File: config.mk
export PLATFORM = sky130hd
export DESIGN_NAME = instr_sequencer_flat
export DESIGN_NICKNAME = d
export VERILOG_FILES = /design/src/rtl/cpu_ext_pkg.sv /design/src/rtl/instr_sequencer_if.sv /design/src/rtl/seq_prog_mem.sv /design/src/rtl/instr_sequencer.sv /design/src/flat_wrapper.sv
export SDC_FILE = /design/constraint.sdc
export NUM_CORES = 1
export LEC_CHECK = 0
export ABC_AREA = 1
export CORE_ASPECT_RATIO = 1.2
export CORE_UTILIZATION = 45
export CTS_CLUSTER_SIZE = 40
export DETAILED_ROUTE_END_ITERATION = 6
export PLACE_DENSITY = 0.66
export SLEW_MARGIN = 20
export SYNTH_ARGS = -nofsm -noshare
export SYNTH_HDL_FRONTEND = slang
export SYNTH_SLANG_ARGS = --single-unit
File: constraint.sdc
create_clock -name clk -period 6.25 [get_ports clk]
set_input_delay 1.25 -clock clk [delete_from_list [all_inputs] [get_ports clk]]
set_output_delay 1.25 -clock clk [all_outputs]
set_load 0.005 [all_outputs]
File: src/rtl/cpu_ext_pkg.sv
// Shared definitions for the CPU core and its instruction sequencer.
// Holds the core opcode constants, the sequencer state enum and the NOP word.
package cpu_ext_pkg;

  localparam int unsigned WORD_W = 16;
  localparam int unsigned BYTE_W = 8;
  localparam int unsigned PASS_W = 8;

  // Core opcodes (upper nibble of the high instruction byte)
  localparam logic [3:0] OP_MVR = 4'b0000;
  localparam logic [3:0] OP_LDB = 4'b0001;
  localparam logic [3:0] OP_STB = 4'b0010;
  localparam logic [3:0] OP_RDS = 4'b0011;
  localparam logic [3:0] OP_NOP = 4'b0100;
  localparam logic [3:0] OP_ADD = 4'b1000;
  localparam logic [3:0] OP_SUB = 4'b1001;
  localparam logic [3:0] OP_AND = 4'b1010;
  localparam logic [3:0] OP_OR  = 4'b1011;
  localparam logic [3:0] OP_XOR = 4'b1100;

  // NOP with R1=0; keeps the core holding its state
  localparam logic [WORD_W-1:0] NOP_WORD = 16'h4000;
  localparam logic [BYTE_W-1:0] NOP_HI   = 8'h40;
  localparam logic [BYTE_W-1:0] NOP_LO   = 8'h00;

  typedef enum logic [1:0] {
    IDLE = 2'd0,
    RUN  = 2'd1,
    DONE = 2'd2
  } seq_state_e;

endpackage

File: src/rtl/instr_sequencer_if.sv
// Host/core-facing bundle of the instruction sequencer.
// master: host side (drives load/control, observes issue outputs).
// slave : sequencer side.
// loop_cnt exists only when SEQ_LOOP_EN is defined.
interface instr_sequencer_if #(
  parameter int unsigned AW = 4
);
  logic        load_valid;
  logic [15:0] load_word;
  logic        load_ready;
  logic        clear;
  logic        start;
  logic        stop;
`ifdef SEQ_LOOP_EN
  logic [7:0]  loop_cnt;
`endif
  logic [7:0]  inst_hi;
  logic [7:0]  inst_lo;
  logic        inst_valid;
  logic        busy;
  logic        done;
  logic [AW:0] count;

  modport master (
`ifdef SEQ_LOOP_EN
    output loop_cnt,
`endif
    output load_valid, load_word, clear, start, stop,
    input  load_ready, inst_hi, inst_lo, inst_valid, busy, done, count
  );

  modport slave (
`ifdef SEQ_LOOP_EN
    input  loop_cnt,
`endif
    input  load_valid, load_word, clear, start, stop,
    output load_ready, inst_hi, inst_lo, inst_valid, busy, done, count
  );

endinterface

File: src/rtl/seq_prog_mem.sv
// Program store: DEPTH x 16 register array, one synchronous write port,
// one asynchronous read port. Contents are intentionally not reset.
// Ports: clk, we/waddr/wdata (write), raddr/rdata (read).
module seq_prog_mem #(
  parameter int unsigned DEPTH = 16,
  parameter int unsigned AW    = 4
) (
  input  logic          clk,
  input  logic          we,
  input  logic [AW-1:0] waddr,
  input  logic [15:0]   wdata,
  input  logic [AW-1:0] raddr,
  output logic [15:0]   rdata
);

  logic [15:0] mem_q [DEPTH];

  // Write port
  always_ff @(posedge clk) begin
    if (we) begin
      mem_q[waddr] <= wdata;
    end
  end

  // Read port
  assign rdata = mem_q[raddr];

endmodule

File: src/rtl/instr_sequencer.sv
// Program buffer and issue stage feeding the 8-bit CPU core.
// Host loads up to DEPTH words while idle, pulses start, and the words are
// replayed one per clock on inst_hi/inst_lo; NOP is driven otherwise.
// Ports: clk, rst_n (synchronous, active-low), bus (instr_sequencer_if.slave).
// Macro SEQ_LOOP_EN adds loop_cnt: program plays loop_cnt+1 passes.
module instr_sequencer
  import cpu_ext_pkg::*;
#(
  parameter int unsigned DEPTH = 16,
  parameter int unsigned AW    = 4
) (
  input  logic              clk,
  input  logic              rst_n,
  instr_sequencer_if.slave  bus
);

  localparam int unsigned CW = AW + 1;

  seq_state_e         state_q, state_d;
  logic [CW-1:0]      count_q, count_d;
  logic [CW-1:0]      rd_ptr_q, rd_ptr_d;
  logic [BYTE_W-1:0]  hi_q, hi_d;
  logic [BYTE_W-1:0]  lo_q, lo_d;
  logic               valid_q, valid_d;
  logic               busy_q, busy_d;
  logic               done_q, done_d;
`ifdef SEQ_LOOP_EN
  logic [PASS_W-1:0]  passes_q, passes_d;
`endif

  logic               load_ready_c;
  logic               load_acc;
  logic               mem_we;
  logic               end_of_pass;
  logic               more_passes;
  logic [AW-1:0]      rd_addr;
  logic [WORD_W-1:0]  rd_word;

  seq_prog_mem #(
    .DEPTH (DEPTH),
    .AW    (AW)
  ) u_prog_mem (
    .clk   (clk),
    .we    (mem_we),
    .waddr (count_q[AW-1:0]),
    .wdata (bus.load_word),
    .raddr (rd_addr),
    .rdata (rd_word)
  );

  // Ready is a decode of registered state only
  assign load_ready_c = (state_q == IDLE) && (count_q != CW'(DEPTH));
  assign load_acc     = bus.load_valid && load_ready_c;

  // rd_ptr counts words already issued in this pass; equal to count means the
  // last word is on the outputs now
  assign end_of_pass = (rd_ptr_q == count_q);

`ifdef SEQ_LOOP_EN
  assign more_passes = (passes_q != '0);
`else
  assign more_passes = 1'b0;
`endif

  // Word 0 is fetched on start and on pass wrap; otherwise the next word
  assign rd_addr = (state_q == RUN && !end_of_pass) ? rd_ptr_q[AW-1:0] : '0;

  // Next-state and output decode
  always_comb begin
    state_d  = state_q;
    count_d  = count_q;
    rd_ptr_d = rd_ptr_q;
    hi_d     = NOP_HI;
    lo_d     = NOP_LO;
    valid_d  = 1'b0;
    done_d   = 1'b0;
    mem_we   = 1'b0;
`ifdef SEQ_LOOP_EN
    passes_d = passes_q;
`endif

    unique case (state_q)
      IDLE: begin
        // clear beats load; an accepted load blocks start in the same cycle
        if (bus.clear) begin
          count_d = '0;
        end else if (load_acc) begin
          mem_we  = 1'b1;
          count_d = count_q + CW'(1);
        end else if (bus.start && (count_q != '0)) begin
          state_d      = RUN;
          {hi_d, lo_d} = rd_word;
          valid_d      = 1'b1;
          rd_ptr_d     = CW'(1);
`ifdef SEQ_LOOP_EN
          passes_d     = bus.loop_cnt;
`endif
        end
      end

      RUN: begin
        if (bus.stop) begin
          state_d  = IDLE;
          rd_ptr_d = '0;
        end else if (end_of_pass) begin
          if (more_passes) begin
            {hi_d, lo_d} = rd_word;
            valid_d      = 1'b1;
            rd_ptr_d     = CW'(1);
`ifdef SEQ_LOOP_EN
            passes_d     = passes_q - PASS_W'(1);
`endif
          end else begin
            state_d  = DONE;
            done_d   = 1'b1;
            rd_ptr_d = '0;
          end
        end else begin
          {hi_d, lo_d} = rd_word;
          valid_d      = 1'b1;
          rd_ptr_d     = rd_ptr_q + CW'(1);
        end
      end

      DONE: begin
        state_d = IDLE;
      end

      default: begin
        state_d  = IDLE;
        rd_ptr_d = '0;
      end
    endcase

    busy_d = (state_d == RUN);
  end

  // State and output registers
  always_ff @(posedge clk) begin
    if (!rst_n) begin
      state_q  <= IDLE;
      count_q  <= '0;
      rd_ptr_q <= '0;
      hi_q     <= NOP_HI;
      lo_q     <= NOP_LO;
      valid_q  <= 1'b0;
      busy_q   <= 1'b0;
      done_q   <= 1'b0;
`ifdef SEQ_LOOP_EN
      passes_q <= '0;
`endif
    end else begin
      state_q  <= state_d;
      count_q  <= count_d;
      rd_ptr_q <= rd_ptr_d;
      hi_q     <= hi_d;
      lo_q     <= lo_d;
      valid_q  <= valid_d;
      busy_q   <= busy_d;
      done_q   <= done_d;
`ifdef SEQ_LOOP_EN
      passes_q <= passes_d;
`endif
    end
  end

  assign bus.load_ready = load_ready_c;
  assign bus.inst_hi    = hi_q;
  assign bus.inst_lo    = lo_q;
  assign bus.inst_valid = valid_q;
  assign bus.busy       = busy_q;
  assign bus.done       = done_q;
  assign bus.count      = count_q;

endmodule

File: src/flat_wrapper.sv
// flat-port wrapper written by rule: the top's interface ports become plain ports
module instr_sequencer_flat import cpu_ext_pkg::*;
#(
  parameter int unsigned DEPTH = 16,
  parameter int unsigned AW    = 4
)
  (clk, rst_n, bus_load_valid, bus_load_word, bus_clear, bus_start, bus_stop, bus_load_ready, bus_inst_hi, bus_inst_lo, bus_inst_valid, bus_busy, bus_done, bus_count);
  instr_sequencer_if #(.AW(AW)) bus_i ();
  input  logic clk;
  input  logic rst_n;
  input wire logic [$bits(bus_i.load_valid)-1:0] bus_load_valid;
  input wire logic [$bits(bus_i.load_word)-1:0] bus_load_word;
  input wire logic [$bits(bus_i.clear)-1:0] bus_clear;
  input wire logic [$bits(bus_i.start)-1:0] bus_start;
  input wire logic [$bits(bus_i.stop)-1:0] bus_stop;
  output wire logic [$bits(bus_i.load_ready)-1:0] bus_load_ready;
  output wire logic [$bits(bus_i.inst_hi)-1:0] bus_inst_hi;
  output wire logic [$bits(bus_i.inst_lo)-1:0] bus_inst_lo;
  output wire logic [$bits(bus_i.inst_valid)-1:0] bus_inst_valid;
  output wire logic [$bits(bus_i.busy)-1:0] bus_busy;
  output wire logic [$bits(bus_i.done)-1:0] bus_done;
  output wire logic [$bits(bus_i.count)-1:0] bus_count;
  assign bus_i.load_valid = bus_load_valid;
  assign bus_i.load_word = bus_load_word;
  assign bus_i.clear = bus_clear;
  assign bus_i.start = bus_start;
  assign bus_i.stop = bus_stop;
  assign bus_load_ready = bus_i.load_ready;
  assign bus_inst_hi = bus_i.inst_hi;
  assign bus_inst_lo = bus_i.inst_lo;
  assign bus_inst_valid = bus_i.inst_valid;
  assign bus_busy = bus_i.busy;
  assign bus_done = bus_i.done;
  assign bus_count = bus_i.count;
  instr_sequencer #(.DEPTH(DEPTH), .AW(AW)) u_core (.clk(clk), .rst_n(rst_n), .bus(bus_i));
endmodule
Word-level counts from Yosys, hierarchy flattened
Memories as Yosys holds them, arrays and structs flattened.
Index checks and enable logic that the tools add are counted.
- bits in latches: 0
- output and inout bits: 25
- memories kept: 1
- bits in read-only memories: 0
- memory bits (writable): 256
- register bits: 31
- input port bits: 22
- logic and storage cells: 72
- memories (memory ; words ; width ; rd ports ; clocked after memory_dff ; write ports ; RTL line ; text):
    u_core.u_prog_mem.mem_q ; 16 ; 16 ; 1 ; 0 ; 1 ; seq_prog_mem.sv:16 ; logic [15:0] mem_q [DEPTH];
- div/mod/pow operators: 0
- $lt $le $gt $ge: 0
- shift operators: 0
- add/subtract/negate cells: 2
- multiplexer cells: 39
- eq/ne operators: 8
- reductions and logical operators: 11
- bitwise gates (word level): 3
- multipliers: 0
- operators by type and width (kind ; number):
    2-to-1 mux 8 bit ; 10
    2-to-1 mux 5 bit ; 7
    case mux 8 bit (2 select lines) ; 2
    case mux 5 bit (3 select lines) ; 1
    2-to-1 mux 1 bit ; 11
    adder 5 x 1 -> 5 bit (second input constant) ; 2
    2-to-1 mux 2 bit ; 5
    != test 2 bit (second input constant) ; 3
    == test 5 bit ; 1
    != test 5 bit (second input constant) ; 1
    nonzero test 5 bit ; 1
    == test 2 x 1 -> 1 bit (second input constant) ; 2
    logical AND 1 bit ; 4
    2-to-1 mux 4 bit ; 1
    case mux 2 bit (2 select lines) ; 1
    AND reduction 4 bit ; 1
    inverter 1 bit ; 3
    OR reduction 3 bit ; 1
    == test 2 bit (second input constant) ; 1
    zero test 2 bit ; 1
    case mux 1 bit (2 select lines) ; 1
    AND reduction 2 bit ; 1
    nonzero test 2 bit ; 1
    zero test 1 bit ; 1

Depth between registers and ports, before layout
An unclocked memory read counts as a cell.
- word-level depth: 9
- mapped depth: 16
- mapped depth without buffers: 13

Hierarchy
A second synthesis with hierarchy kept.
- cells, all modules: 1234
- area, all modules: 12385.6 um^2
- by module, submodules not included (module ; cells an instance ; times used ; sequential area each (um^2) ; area each (um^2)):
    seq_prog_mem ; 1058 ; 1 ; 7687.4 ; 11060.6
    instr_sequencer ; 176 ; 1 ; 620.6 ; 1325.0

Worst setup path after synthesis
No wires, ideal clock.
- path kind: input to register
- from: input port bus_load_valid
- to: memory u_core.u_prog_mem.mem_q[10][0], enable pin
- path buffers: 0
- required time: 5862 ps
- library setup time: 388 ps
- slack: 3385 ps
- stages on the path: 4
- arrival: 2476 ps
- path through: nand2_1 -> nor2_1 -> nand2_1 -> nor2_1
- longest elaborated chain between the ends: 6
- ends and longest elaborated chain (item ; RTL line ; text):
    start: declaration ; flat_wrapper.sv:11 ; input wire logic [$bits(bus_i.load_valid)-1:0] bus_load_valid;
    logical AND 1 bit ; instr_sequencer.sv:53 ; assign load_acc = bus.load_valid && load_ready_c;
    2-to-1 mux 1 bit ; instr_sequencer.sv:87 ; end else if (load_acc) begin
    2-to-1 mux 1 bit ; instr_sequencer.sv:85 ; if (bus.clear) begin
    2-to-1 mux 1 bit ; instr_sequencer.sv:82 ; unique case (state_q)
    2-to-1 mux 1 bit ; seq_prog_mem.sv:20 ; if (we) begin
    2-to-1 mux 1 bit (not written as such) ; seq_prog_mem.sv:21 ; mem_q[waddr] <= wdata;
    end: declaration ; seq_prog_mem.sv:16 ;
No other way between the ends.

Final worst setup path
- from: register u_core.rd_ptr_q[0]
- to: register u_core.lo_q[4] (netlist: u_core.bus.inst_lo[4])
- longest elaborated chain between the ends: 9
- elaborated cells on any way between the ends: 11
- those cells by class: 1 x eq/ne; 7 x mux; 2 x reduce/logical; 1 x memory
- ends and longest elaborated chain (item ; RTL line ; text):
    start: declaration ; instr_sequencer.sv:21 ; logic [CW-1:0] rd_ptr_q, rd_ptr_d;
    start signal: assignment ; instr_sequencer.sv:155 ; rd_ptr_q <= rd_ptr_d;
    == test 5 bit ; instr_sequencer.sv:57 ; assign end_of_pass = (rd_ptr_q == count_q);
    zero test 1 bit ; instr_sequencer.sv:66 ; assign rd_addr = (state_q == RUN && !end_of_pass) ? rd_ptr_q[AW-1:0] : '0;
    logical AND 1 bit ; instr_sequencer.sv:66 ;
    2-to-1 mux 4 bit ; instr_sequencer.sv:66 ;
    memory (16 x 16 bit) ; - ;
    2-to-1 mux 8 bit ; instr_sequencer.sv:90 ; end else if (bus.start && (count_q != '0)) begin
    2-to-1 mux 8 bit ; instr_sequencer.sv:87 ;
    2-to-1 mux 8 bit ; instr_sequencer.sv:85 ;
    case mux 8 bit (2 select lines) * ; instr_sequencer.sv:82 ;
    end signal: assignment ; instr_sequencer.sv:157 ; lo_q <= lo_d;
    end: declaration ; instr_sequencer.sv:23 ; logic [BYTE_W-1:0] lo_q, lo_d;
Every way passes the cells marked *; elsewhere a longest branch is shown, timed or not.
A chain may end at the register's enable or synchronous reset.

==> metrics.md <==
| Metric | Value |
|---|---|
| Outcome | finished clean |
| Register area | 0.00831 mm^2 |
| Gpl congestion | between 0.8 and 0.9 |
| Synth area leader | edfxtp_1 |
| Hold_buf cts | 0 |
| Total number of vias | just over 8000 |
| Leakage | approximately 5.1 nW |
| Post-Syn Instances | about 1100 |
| Area of the multi-input gates | 0.00315 mm^2 |
| Pint | slightly above 3 mW |
| Root buffer cell | clkbuf_16 |
| Commonest cells after routing, fill and taps aside | nand2_1, edfxtp_1, nand3_1, nor2_1, inv_1 |
| Worst vdd ir | just over 0.2 mV |
| Post_cts resized | 0 |
| Ys flop type | edfxtp_1 |
| FF+latch count, synth | 287 |
| Routed vias/inst | 5.49 |
| Fin. max-slew vios | 0 |
| Reg clk slew, reported paths | about 70 ps |
| Sequential share of the synthesized area | 0.697 |
| First-pass GRT wire length | ~45000 um |
| Yosys Warn Count | 0 |
| DIE WIDTH | roughly 150 um |
| Setup TNS | 0 ps |
| Syn avg cell area | 10.8 um^2 |
| Min-delay worst type | reg -> reg |
| Startpoint types | flip-flop |
| Synth area leaders | edfxtp_1, nand2_1, nand3_1, dfxtp_1, nor2_1 |
| Fillers | 2278 |
| Power per Cell Area | about 280 mW/mm^2 |
| Hold Vio Cnt, Final | 0 |
| Cell area after synthesis | around 0.012 mm^2 |
| Worst path required time | around 6700 ps |
| Minimum clock period | 3800 ps |
| Hpwl dp | between 15000 and 20000 um |
| Clock Path Buffers | 3 |
| Clk_skew | between 10 and 15 ps |
| Setup CP Type | reg -> reg |
| Final setup viols | 0 |
| Part of the power in combinational logic | 0.026 |
| Area Growth Syn to Fin | 13.5% |
| Asr flop ratio synth | 0 |
| Share of cells above drive strength 1 | 0.0716 |
| FF-to-FF End | u_core.bus.inst_lo[4] |
| Worst-skew pair later-pin latency | roughly 530 ps |
| Critical R2R Launch | u_core.rd_ptr_q[0] |
| Slew headroom | 0.235 |
| Sequential Power Share | 0.551 |
| Post-synth EDFFs | roughly 260 |
| GR Util All Layers | 0.216 |
| Met1 wire length | 11800 um |
| Period utilisation layout | 0.609 |
| Htree depth | 1 |
| Fin cells | 1475 |
| Antenna diodes | 0 |
| CTS Buf Count | 27 |
| Switch Pwr | about 0.75 mW |
| Largest net degree at the start of global routing | just over 90 |
| Initial core utilization | 0.462 |
| DR iter-0 viols | approximately 660 |
| Top Layer Used | met4 |
| CTS Sinks | around 290 |
| Routed WL | 28700 um |
| DRC | 0 |
| Critical path endpoint category | flip-flop |
| CP arrival | about 4300 ps |
| Switching Fraction | 0.198 |
| CTS tree | yes |
| Met2 wire length | 14300 um |
| Met3 wire length | 1630 um |
| Crit. Startpoint | u_core.rd_ptr_q[0] |
| Antenna Nets Post-Route | 0 |
| Worst slew pin tran | between 1000 and 1500 ps |
| I/O Pins | 47 |
| Core region area | around 0.026 mm^2 |
| Number of distinct library cells after synthesis | 28 |
| Nets | approximately 1200 |
| Pre-antenna DRT Iters | 7 |
| Die Y | around 180 um |
| Die Area | about 0.027 mm^2 |
| DR WL/cell | about 19 um |
| R2R depth | 13 |
| Clock power frac | 0.422 |
| Vias in the first global route | 8033 |
| Crit Path Max Fanout | 74 |
| Flop2flop setup slack | around 2400 ps |
| Site Rows | 64 |
| # Post-CTS Setup Buffers | 0 |
| Port bufs | 46 |
| Setup crit end | u_core.bus.inst_lo[4] |
| Achievable frequency | approximately 260 MHz |
| Top cell type's share of synthesized area | 0.645 |
| Total nets after synthesis | ~1100 |
| Max-cap violations | 0 |
| Initial antenna violation count | 0 |
| DP Cell Count | 1426 |
| Grt ovf | 0 |
| Most common cell after layout, fill and taps aside | nand2_1 |
| RSZ-0062 raised after global routing | false |
power by group through the flow:
stage               logic, mW  clock network, mW  registers (mW)
global placement       0.0974                  0            2.14
finish                 0.0998               1.61            2.10
CTS                    0.0993               1.63            2.10
floorplan              0.0434                  0            2.14
detailed placement     0.0990                  0            2.14
global route            0.109               1.70            2.10
final cells by class:
class,instances,share of cell area
multi-input combinational,690,0.233
clock buffer,40,0.0597
clock inverter,9,0.00499
inverter,62,0.0172
timing repair buffer,57,0.0401
sequential,287,0.614
tap,330,0.0305
flip-flops by register name, summed over array words and instances (netlist names):
register and cells:
u_core.u_prog_mem.mem_q 256, u_core.bus.inst_hi 8, u_core.rd_ptr_q 5, u_core.bus.inst_valid 1
u_core.bus.inst_lo 8, u_core.bus.busy 1, u_core.bus.count 5, u_core.bus.done 1
u_core.state_q 2
Yosys cell counts, types with 4 or more instances:
cell      number
nand2_1      341
edfxtp_1     256
nand3_1      152
nor2_1       107
inv_1         55
nand4_1       51
dfxtp_1       31
clkbuf_1      26
buf_4         16
buf_2         11
a21oi_1        8
o21ai_0        8
inv_2          6
ha_1           5
buf_1          4
worst max-delay path, stage by stage, from the launching register on:
cell and delay (ps):
dfxtp_4 540, inv_2 80, nand2_1 70, nand2_1 50
nor2_1 180, nand3_4 610, nand3_4 900, buf_4 640
nand2_1 100, nand3_1 90, nand2_1 50, nor2_1 150
nor2_1 70, nor2_1 140
layer usage:
| layer | vias to the layer above | track usage |
|---|---|---|
| met4 | 0 | 0.0804 |
| met5 | - | 0 |
| met1 | 3941 | 0.284 |
| li1 | 3824 | - |
| met2 | 274 | 0.366 |
| met3 | 56 | 0.0238 |
stage by stage:
stage	hold WS [ps]	setup WS, ps	total power [mW]	instance area (um^2)	utilization
3_3_place_gp	494	2480	2.24	12600	0.489
4_1_cts	490	2440	3.83	13500	0.523
2_1_floorplan	451	3390	2.18	11900	-
6_report	484	2450	3.81	13500	0.525
5_1_grt	512	2080	3.91	13500	0.525
3_5_place_dp	484	2410	2.24	12600	0.489
logic make-up after synthesis:
logic type,after synthesis,share of synthesized area
AO/OA/AOI/OAI,20,0.0102
XOR/XNOR,3,0.00220
adder cells (fa/ha/maj),5,0.00525
buffers and inverters,122,0.0465
flip-flops,287,0.697
AND/OR/NAND/NOR,662,0.239
how the worst min path moves through the flow:
stage	startpoint	end	cells after the start
after floorplan	u_core.state_q[0]	u_core.rd_ptr_q[0]	1
after global placement	u_core.state_q[0]	u_core.rd_ptr_q[0]	1
after detailed placement	u_core.state_q[0]	u_core.rd_ptr_q[0]	1
after CTS	u_core.state_q[0]	u_core.rd_ptr_q[0]	1
after global routing	u_core.state_q[0]	u_core.rd_ptr_q[0]	1
final	u_core.state_q[0]	u_core.rd_ptr_q[0]	1
Power figures use the tool's default switching activity.
